**config.mk**
```make
export PLATFORM = sky130hd
export DESIGN_NAME = fetch_queue_flat
export DESIGN_NICKNAME = d
export VERILOG_FILES = /design/src/rtl/fetch_queue_pkg.sv /design/src/rtl/fetch_queue_if.sv /design/src/rtl/fetch_queue_fifo.sv /design/src/rtl/fetch_queue.sv /design/src/flat_wrapper.sv
export SDC_FILE = /design/constraint.sdc
export NUM_CORES = 1
export LEC_CHECK = 0
export BUFFER_PORTS_ARGS = -buffer_cell sky130_fd_sc_hd__buf_4
export CAP_MARGIN = 15
export CORE_MARGIN = 2
export CORE_UTILIZATION = 50
export DETAILED_ROUTE_END_ITERATION = 16
export GPL_TIMING_DRIVEN = 1
export PLACE_DENSITY_LB_ADDON = 0.08
export SKIP_CTS_REPAIR_TIMING = 1
export SYNTH_ARGS = -nofsm -noshare
export SYNTH_HDL_FRONTEND = slang
export SYNTH_HIERARCHICAL = 1
export SYNTH_SLANG_ARGS = --single-unit
```
**constraint.sdc**
```tcl
create_clock -name CLK -period 15.7 [get_ports CLK]
set_input_delay 0.785 -clock CLK [delete_from_list [all_inputs] [get_ports CLK]]
set_output_delay 0.785 -clock CLK [all_outputs]
set_load 0.02 [all_outputs]
```
**src/rtl/fetch_queue_pkg.sv**
```systemverilog
// fetch_queue_pkg: shared fetch types (word, redirect kind, queued entry, fetch state).
package fetch_queue_pkg;
  typedef logic [31:0] word_t;
  typedef enum logic [1:0] {Norm, Bran, PCJr, PCJ} pcsrc_t;
  typedef struct packed {
    word_t pc;
    word_t instr;
  } fetch_entry_t;
  typedef enum logic {RUN, HALTED} fetch_state_t;
endpackage

```
**src/rtl/fetch_queue_if.sv**
```systemverilog
// fetch_queue_if: imem port, execute redirect and decode dequeue signals of the fetch stage.
interface fetch_queue_if
  import fetch_queue_pkg::*;
#(
  parameter int WORD_W = 32,
  parameter int DEPTH = 4
);
  logic ihit;
  logic [WORD_W-1:0] imemload;
  logic iREN;
  logic [WORD_W-1:0] imemaddr;
  logic redir;
  pcsrc_t PCSrc;
  logic [WORD_W-1:0] redir_npc;
  logic [15:0] imm;
  logic [25:0] jaddr;
  logic [WORD_W-1:0] rdat1;
  logic halt;
  logic deq_ready;
  logic deq_valid;
  logic [WORD_W-1:0] deq_instr;
  logic [WORD_W-1:0] deq_pc;
  logic [WORD_W-1:0] deq_npc;
  logic [$clog2(DEPTH+1)-1:0] count;
  modport master (
    input ihit, imemload, redir, PCSrc, redir_npc, imm, jaddr, rdat1, halt, deq_ready,
    output iREN, imemaddr, deq_valid, deq_instr, deq_pc, deq_npc, count
  );
  modport slave (
    output ihit, imemload, redir, PCSrc, redir_npc, imm, jaddr, rdat1, halt, deq_ready,
    input iREN, imemaddr, deq_valid, deq_instr, deq_pc, deq_npc, count
  );
endinterface

```
**src/rtl/fetch_queue_fifo.sv**
```systemverilog
// fetch_fifo: registered FIFO of fetch entries with flush; head is visible the cycle after enqueue.
module fetch_fifo
  import fetch_queue_pkg::*;
#(
  parameter int DEPTH = 4,
  parameter type entry_t = fetch_entry_t,
  localparam int AW = $clog2(DEPTH),
  localparam int CW = $clog2(DEPTH+1)
) (
  input  logic clk,
  input  logic rst,
  input  logic enq,
  input  logic deq,
  input  logic flush,
  input  entry_t wdata,
  output logic full,
  output logic empty,
  output logic [CW-1:0] count,
  output entry_t head
);
  entry_t mem [DEPTH];
  logic [AW-1:0] wptr, rptr;
  logic enq_ok, deq_ok;
  assign full = count == CW'(DEPTH);
  assign empty = count == '0;
  assign enq_ok = enq && !full;
  assign deq_ok = deq && !empty;
  assign head = mem[rptr];
  always_ff @(posedge clk)
    if (enq_ok && !flush)
      mem[wptr] <= wdata;
  always_ff @(posedge clk)
    if (rst || flush) begin
      wptr <= '0;
      rptr <= '0;
      count <= '0;
    end else begin
      if (enq_ok) wptr <= wptr + AW'(1);
      if (deq_ok) rptr <= rptr + AW'(1);
      count <= count + CW'(enq_ok) - CW'(deq_ok);
    end
endmodule

```
**src/rtl/fetch_queue.sv**
```systemverilog
// fetch_queue: PC owner that streams sequential imem reads into a FIFO for decode,
// flushing on execute redirects and stopping on halt.
module fetch_queue
  import fetch_queue_pkg::*;
#(
  parameter logic [31:0] PC_INIT = 32'h0,
  parameter int DEPTH = 4,
  parameter int WORD_W = 32
) (
  input logic CLK,
  input logic RST,
  fetch_queue_if.master bus
);
  typedef struct packed {
    logic [WORD_W-1:0] pc;
    logic [WORD_W-1:0] instr;
  } entry_t;
  fetch_state_t state;
  logic [WORD_W-1:0] pc, target, bran_tgt, jmp_tgt;
  logic full, empty, ren;
  entry_t head;
  assign bran_tgt = bus.redir_npc + {{(WORD_W-18){bus.imm[15]}}, bus.imm, 2'b00};
  assign jmp_tgt = WORD_W'({bus.redir_npc[WORD_W-1 -: 4], bus.jaddr, 2'b00});
  always_comb
    target = bus.PCSrc == Bran ? bran_tgt :
             bus.PCSrc == PCJr ? bus.rdat1 :
             bus.PCSrc == PCJ  ? jmp_tgt : bus.redir_npc;
  assign ren = !RST && state == RUN && !full && !bus.redir && !bus.halt;
  always_ff @(posedge CLK)
    if (RST) begin
      pc <= WORD_W'(PC_INIT);
      state <= RUN;
    end else if (bus.redir) begin
      pc <= target;
      state <= RUN;
    end else if (state == RUN && bus.halt)
      state <= HALTED;
    else if (ren && bus.ihit)
      pc <= pc + WORD_W'(4);
  fetch_fifo #(.DEPTH(DEPTH), .entry_t(entry_t)) u_fifo (
    .clk(CLK),
    .rst(RST),
    .enq(ren && bus.ihit),
    .deq(bus.deq_ready),
    .flush(bus.redir),
    .wdata('{pc: pc, instr: bus.imemload}),
    .full(full),
    .empty(empty),
    .count(bus.count),
    .head(head)
  );
  assign bus.iREN = ren;
  assign bus.imemaddr = pc;
  assign bus.deq_valid = !empty;
  assign bus.deq_pc = head.pc;
  assign bus.deq_instr = head.instr;
  assign bus.deq_npc = head.pc + WORD_W'(4);
endmodule
```
**src/flat_wrapper.sv**
```systemverilog
// flat-port wrapper written by rule: the top's interface ports become plain ports
module fetch_queue_flat import fetch_queue_pkg::*;
#(
  parameter logic [31:0] PC_INIT = 32'h0,
  parameter int DEPTH = 4,
  parameter int WORD_W = 32
)
  (CLK, RST, bus_ihit, bus_imemload, bus_redir, bus_PCSrc, bus_redir_npc, bus_imm, bus_jaddr, bus_rdat1, bus_halt, bus_deq_ready, bus_iREN, bus_imemaddr, bus_deq_valid, bus_deq_instr, bus_deq_pc, bus_deq_npc, bus_count);
  fetch_queue_if #(.WORD_W(WORD_W), .DEPTH(DEPTH)) bus_i ();
  input logic CLK;
  input logic RST;
  input wire logic [$bits(bus_i.ihit)-1:0] bus_ihit;
  input wire logic [$bits(bus_i.imemload)-1:0] bus_imemload;
  input wire logic [$bits(bus_i.redir)-1:0] bus_redir;
  input wire logic [$bits(bus_i.PCSrc)-1:0] bus_PCSrc;
  input wire logic [$bits(bus_i.redir_npc)-1:0] bus_redir_npc;
  input wire logic [$bits(bus_i.imm)-1:0] bus_imm;
  input wire logic [$bits(bus_i.jaddr)-1:0] bus_jaddr;
  input wire logic [$bits(bus_i.rdat1)-1:0] bus_rdat1;
  input wire logic [$bits(bus_i.halt)-1:0] bus_halt;
  input wire logic [$bits(bus_i.deq_ready)-1:0] bus_deq_ready;
  output wire logic [$bits(bus_i.iREN)-1:0] bus_iREN;
  output wire logic [$bits(bus_i.imemaddr)-1:0] bus_imemaddr;
  output wire logic [$bits(bus_i.deq_valid)-1:0] bus_deq_valid;
  output wire logic [$bits(bus_i.deq_instr)-1:0] bus_deq_instr;
  output wire logic [$bits(bus_i.deq_pc)-1:0] bus_deq_pc;
  output wire logic [$bits(bus_i.deq_npc)-1:0] bus_deq_npc;
  output wire logic [$bits(bus_i.count)-1:0] bus_count;
  assign bus_i.ihit = bus_ihit;
  assign bus_i.imemload = bus_imemload;
  assign bus_i.redir = bus_redir;
  assign bus_i.PCSrc = bus_PCSrc;
  assign bus_i.redir_npc = bus_redir_npc;
  assign bus_i.imm = bus_imm;
  assign bus_i.jaddr = bus_jaddr;
  assign bus_i.rdat1 = bus_rdat1;
  assign bus_i.halt = bus_halt;
  assign bus_i.deq_ready = bus_deq_ready;
  assign bus_iREN = bus_i.iREN;
  assign bus_imemaddr = bus_i.imemaddr;
  assign bus_deq_valid = bus_i.deq_valid;
  assign bus_deq_instr = bus_i.deq_instr;
  assign bus_deq_pc = bus_i.deq_pc;
  assign bus_deq_npc = bus_i.deq_npc;
  assign bus_count = bus_i.count;
  fetch_queue #(.PC_INIT(PC_INIT), .DEPTH(DEPTH), .WORD_W(WORD_W)) u_core (.CLK(CLK), .RST(RST), .bus(bus_i));
endmodule
```
==> results.yml <==
run_status:
  status: "completed"
synth:
  synth_edf_count: 256
  synth_ff_type: "edfxtp_1"
  synth_fp_nets: 1206
  synth_area_leaders: "edfxtp_1 53%, mux4_2 11%, dfxtp_1 5.8%"
  synth_cell_type_count: 79
  synth-seq-area-share_pct: 58.9
  synth.most_common_cell: "edfxtp_1"
  synth-async-reset-ratio_pct: 0
  yosysTopAreaCellShare_pct: 53.1
  netlist_area_um2: 14500
  yosys-top-cells-count: "256 x edfxtp_1, 78 x nor2_1, 75 x a21oi_1"
  synth_top_cell_by_area: "edfxtp_1"
  ys_seq_elements: 298
  avgSynthCellArea_um2: 14.2
  yosys_warnings: 6
  synthCells: 1021
sta:
  setup_viol: 0
  tightest_slew_ps: 968
  fmax_mhz: 194
  finalMaxSlewViolations: 0
  fin_setup_tns_ps: 0
  period_share_pct: 32.8
  clock_skew_ps: 9.27
  max_slew_margin_pct: 35.4
  rsz0062_at_grt: "false"
  period_minus_slack_ps: 5150
  final_hold_viol_count: 0
detailed_routing:
  drt_iter0_drc: 672
  wl_per_cell_um: 20.2
  wirelength_mm: 34.1
  antenna_left: 0
  vias_per_cell: 5.63
  drcViolationCount: 0
  vias: 9534
  dr.pass1.iters: 5
critical_path:
  max_stage_delay_ps: 740
  critPathArrivalTime_ps: 4370
  reg2reg_slack_ps: 12110
  crit_chain: "buf_4 > mux4_2 > and4_1 > nand2_1 > nor2_1 > nand2_1 > nor2_1 > nand4_1 > nor2_1 > nand3_1 > xnor2_1 > buf_4"
  cp_common_cell: "nor2_1"
  end_kind: "output port"
  crit_fanout: 41
  cp.required_ps: 14910
  slowest_stage: "buf_4"
  crit_path_start_kind: "register"
  crit_type: "register to output port"
finish:
  instances_no_fill: 1694
  finalNetCount: 1473
  areaGrowthSynthToFinish_pct: 22.9
  antenna_cells: 0
  drive_gt1_share_pct: 33.1
  fillers: 2238
floorplanning:
  core_um2: 28600
  num_rows: 62
  die_h_um: 174
  fp.dieArea_um2: 30300
  ios: 279
  dieWidth_um: 174
  initial_core_util_pct: 50.6
clock_tree:
  ctsLongestPathBuffers: 3
  cts_htree_levels: 1
  cts_buffers: 29
  cts-root-buf: "clkbuf_16"
  clock_latency_ps: 530
  cts_sinks: 298
  cts_tree: "done"
  clk_pin_slew_worst_paths_ps: 70
job:
  cap_violations: 0
power_and_ir_drop:
  peakVddDrop_v: 0.0000945
  p_leak_nw: 6.52
  power_density_nw_per_um2: 102
grt:
  overflow: 0
  grt_pass1_vias: 9600
  grt_pass1_wl_mm: 52.8
  antenna_found_initial: 0
  grt_start_max_net_pins: 65
  globalRouteTotalUtil_pct: 22.1
placed_design:
  dp_cells: 1641
  portBuffers: 278
  dp.final_hpwl_mm: 23.5
  place.gp.congestion: 0.861
min_path:
  hold_class: "input pin to register"
-- state kept, by name, indices dropped and copies added (netlist names), named ones only --
name and flops:
u_core/bus.imemaddr 32, u_core/state 1, u_core/u_fifo/rptr 2, u_core/u_fifo/mem 256, u_core/u_fifo/wptr 2, u_core/u_fifo/count 3
-- metrics by stage --
stage	instance area, µm²	util, %	power (W)	setup WS, ps	hold slack, ps
after CTS	17800	62.2	0.00182	10400	433
after detailed placement	16800	58.7	0.00111	10960	479
after floorplan	14500	-	0.00102	8020	462
final	17800	62.2	0.00181	10550	457
after global placement	16800	58.7	0.00110	11020	480
after global routing	17800	62.2	0.00187	10100	434
-- power breakdown --
group,total [W],switching [W],internal [W]
registers,0.000892,0.0000209,0.000872
clock network,0.000717,0.000279,0.000438
logic,0.000198,0.000106,0.0000919
total,0.00181,0.000406,0.00140
-- path summary, 6_finish.rpt --
kind | from | cells after the start | endpoint
worst max-delay path | register | 12 | bus_deq_npc[31]
worst min-delay path | bus_imemload[27] | 1 | u_core/u_fifo/mem[3][27]
worst max register to register | u_core/state | 12 | u_core/u_fifo/count[2]
worst min register to register | u_core/state | 2 | u_core/state
-- critical path: cells and delay by family (launching register included) --
kind | cells | cell delay [ps]
AND/OR/NAND/NOR | 8 | 1660
XOR/XNOR | 1 | 170
buffers and inverters | 2 | 900
flip-flops | 1 | 660
multiplexers | 1 | 420
-- cell usage in the layout, fill, tap and decap left out, types with 10 or more instances in the layout --
cell type,Yosys,final
dfxtp_1,42,40
nor3_1,14,14
nand2_1,65,65
mux2i_1,25,25
nor2b_1,14,14
a21o_1,10,10
edfxtp_1,256,256
ha_1,37,37
buf_4,5,283
inv_1,17,17
mux4_2,72,72
a211oi_1,11,11
nand4_1,11,11
xnor2_1,35,35
o21ai_0,28,28
nand3_1,35,35
a21oi_1,75,75
nor2_1,78,78
clkbuf_16,0,29
xor2_1,25,25
-- layer usage --
layer	GRT usage, %	wire, µm	share of wire (%)	vias up
li1	-	-	-	4539
met1	31.4	15100	44	4627
met2	36.1	16400	48	331
met3	3.96	2210	6.5	37
met4	4.66	481	1.4	0
met5	0	0	0	-
-- logic make-up after synthesis --
group	after synthesis	share of synthesized area, %
multiplexers	103	13.8
buffers and inverters	65	2.64
AND/OR/NAND/NOR	274	9.59
XOR/XNOR	60	3.63
adder cells (fa/ha/maj)	39	3.47
AO/OA/AOI/OAI	182	7.96
flip-flops	298	58.9
-- cell type report --
cell class                 instances  area [µm²]  area share [%]
clock buffer                      33         741            4.16
clock inverter                    20         259            1.46
inverter                          18        67.6           0.380
multi-input combinational        658        5590            31.4
sequential                       298        8540            48.0
tap                              384         480            2.70
timing repair buffer             283        2120            11.9
Note: power is estimated with default switching activity, not from simulation.
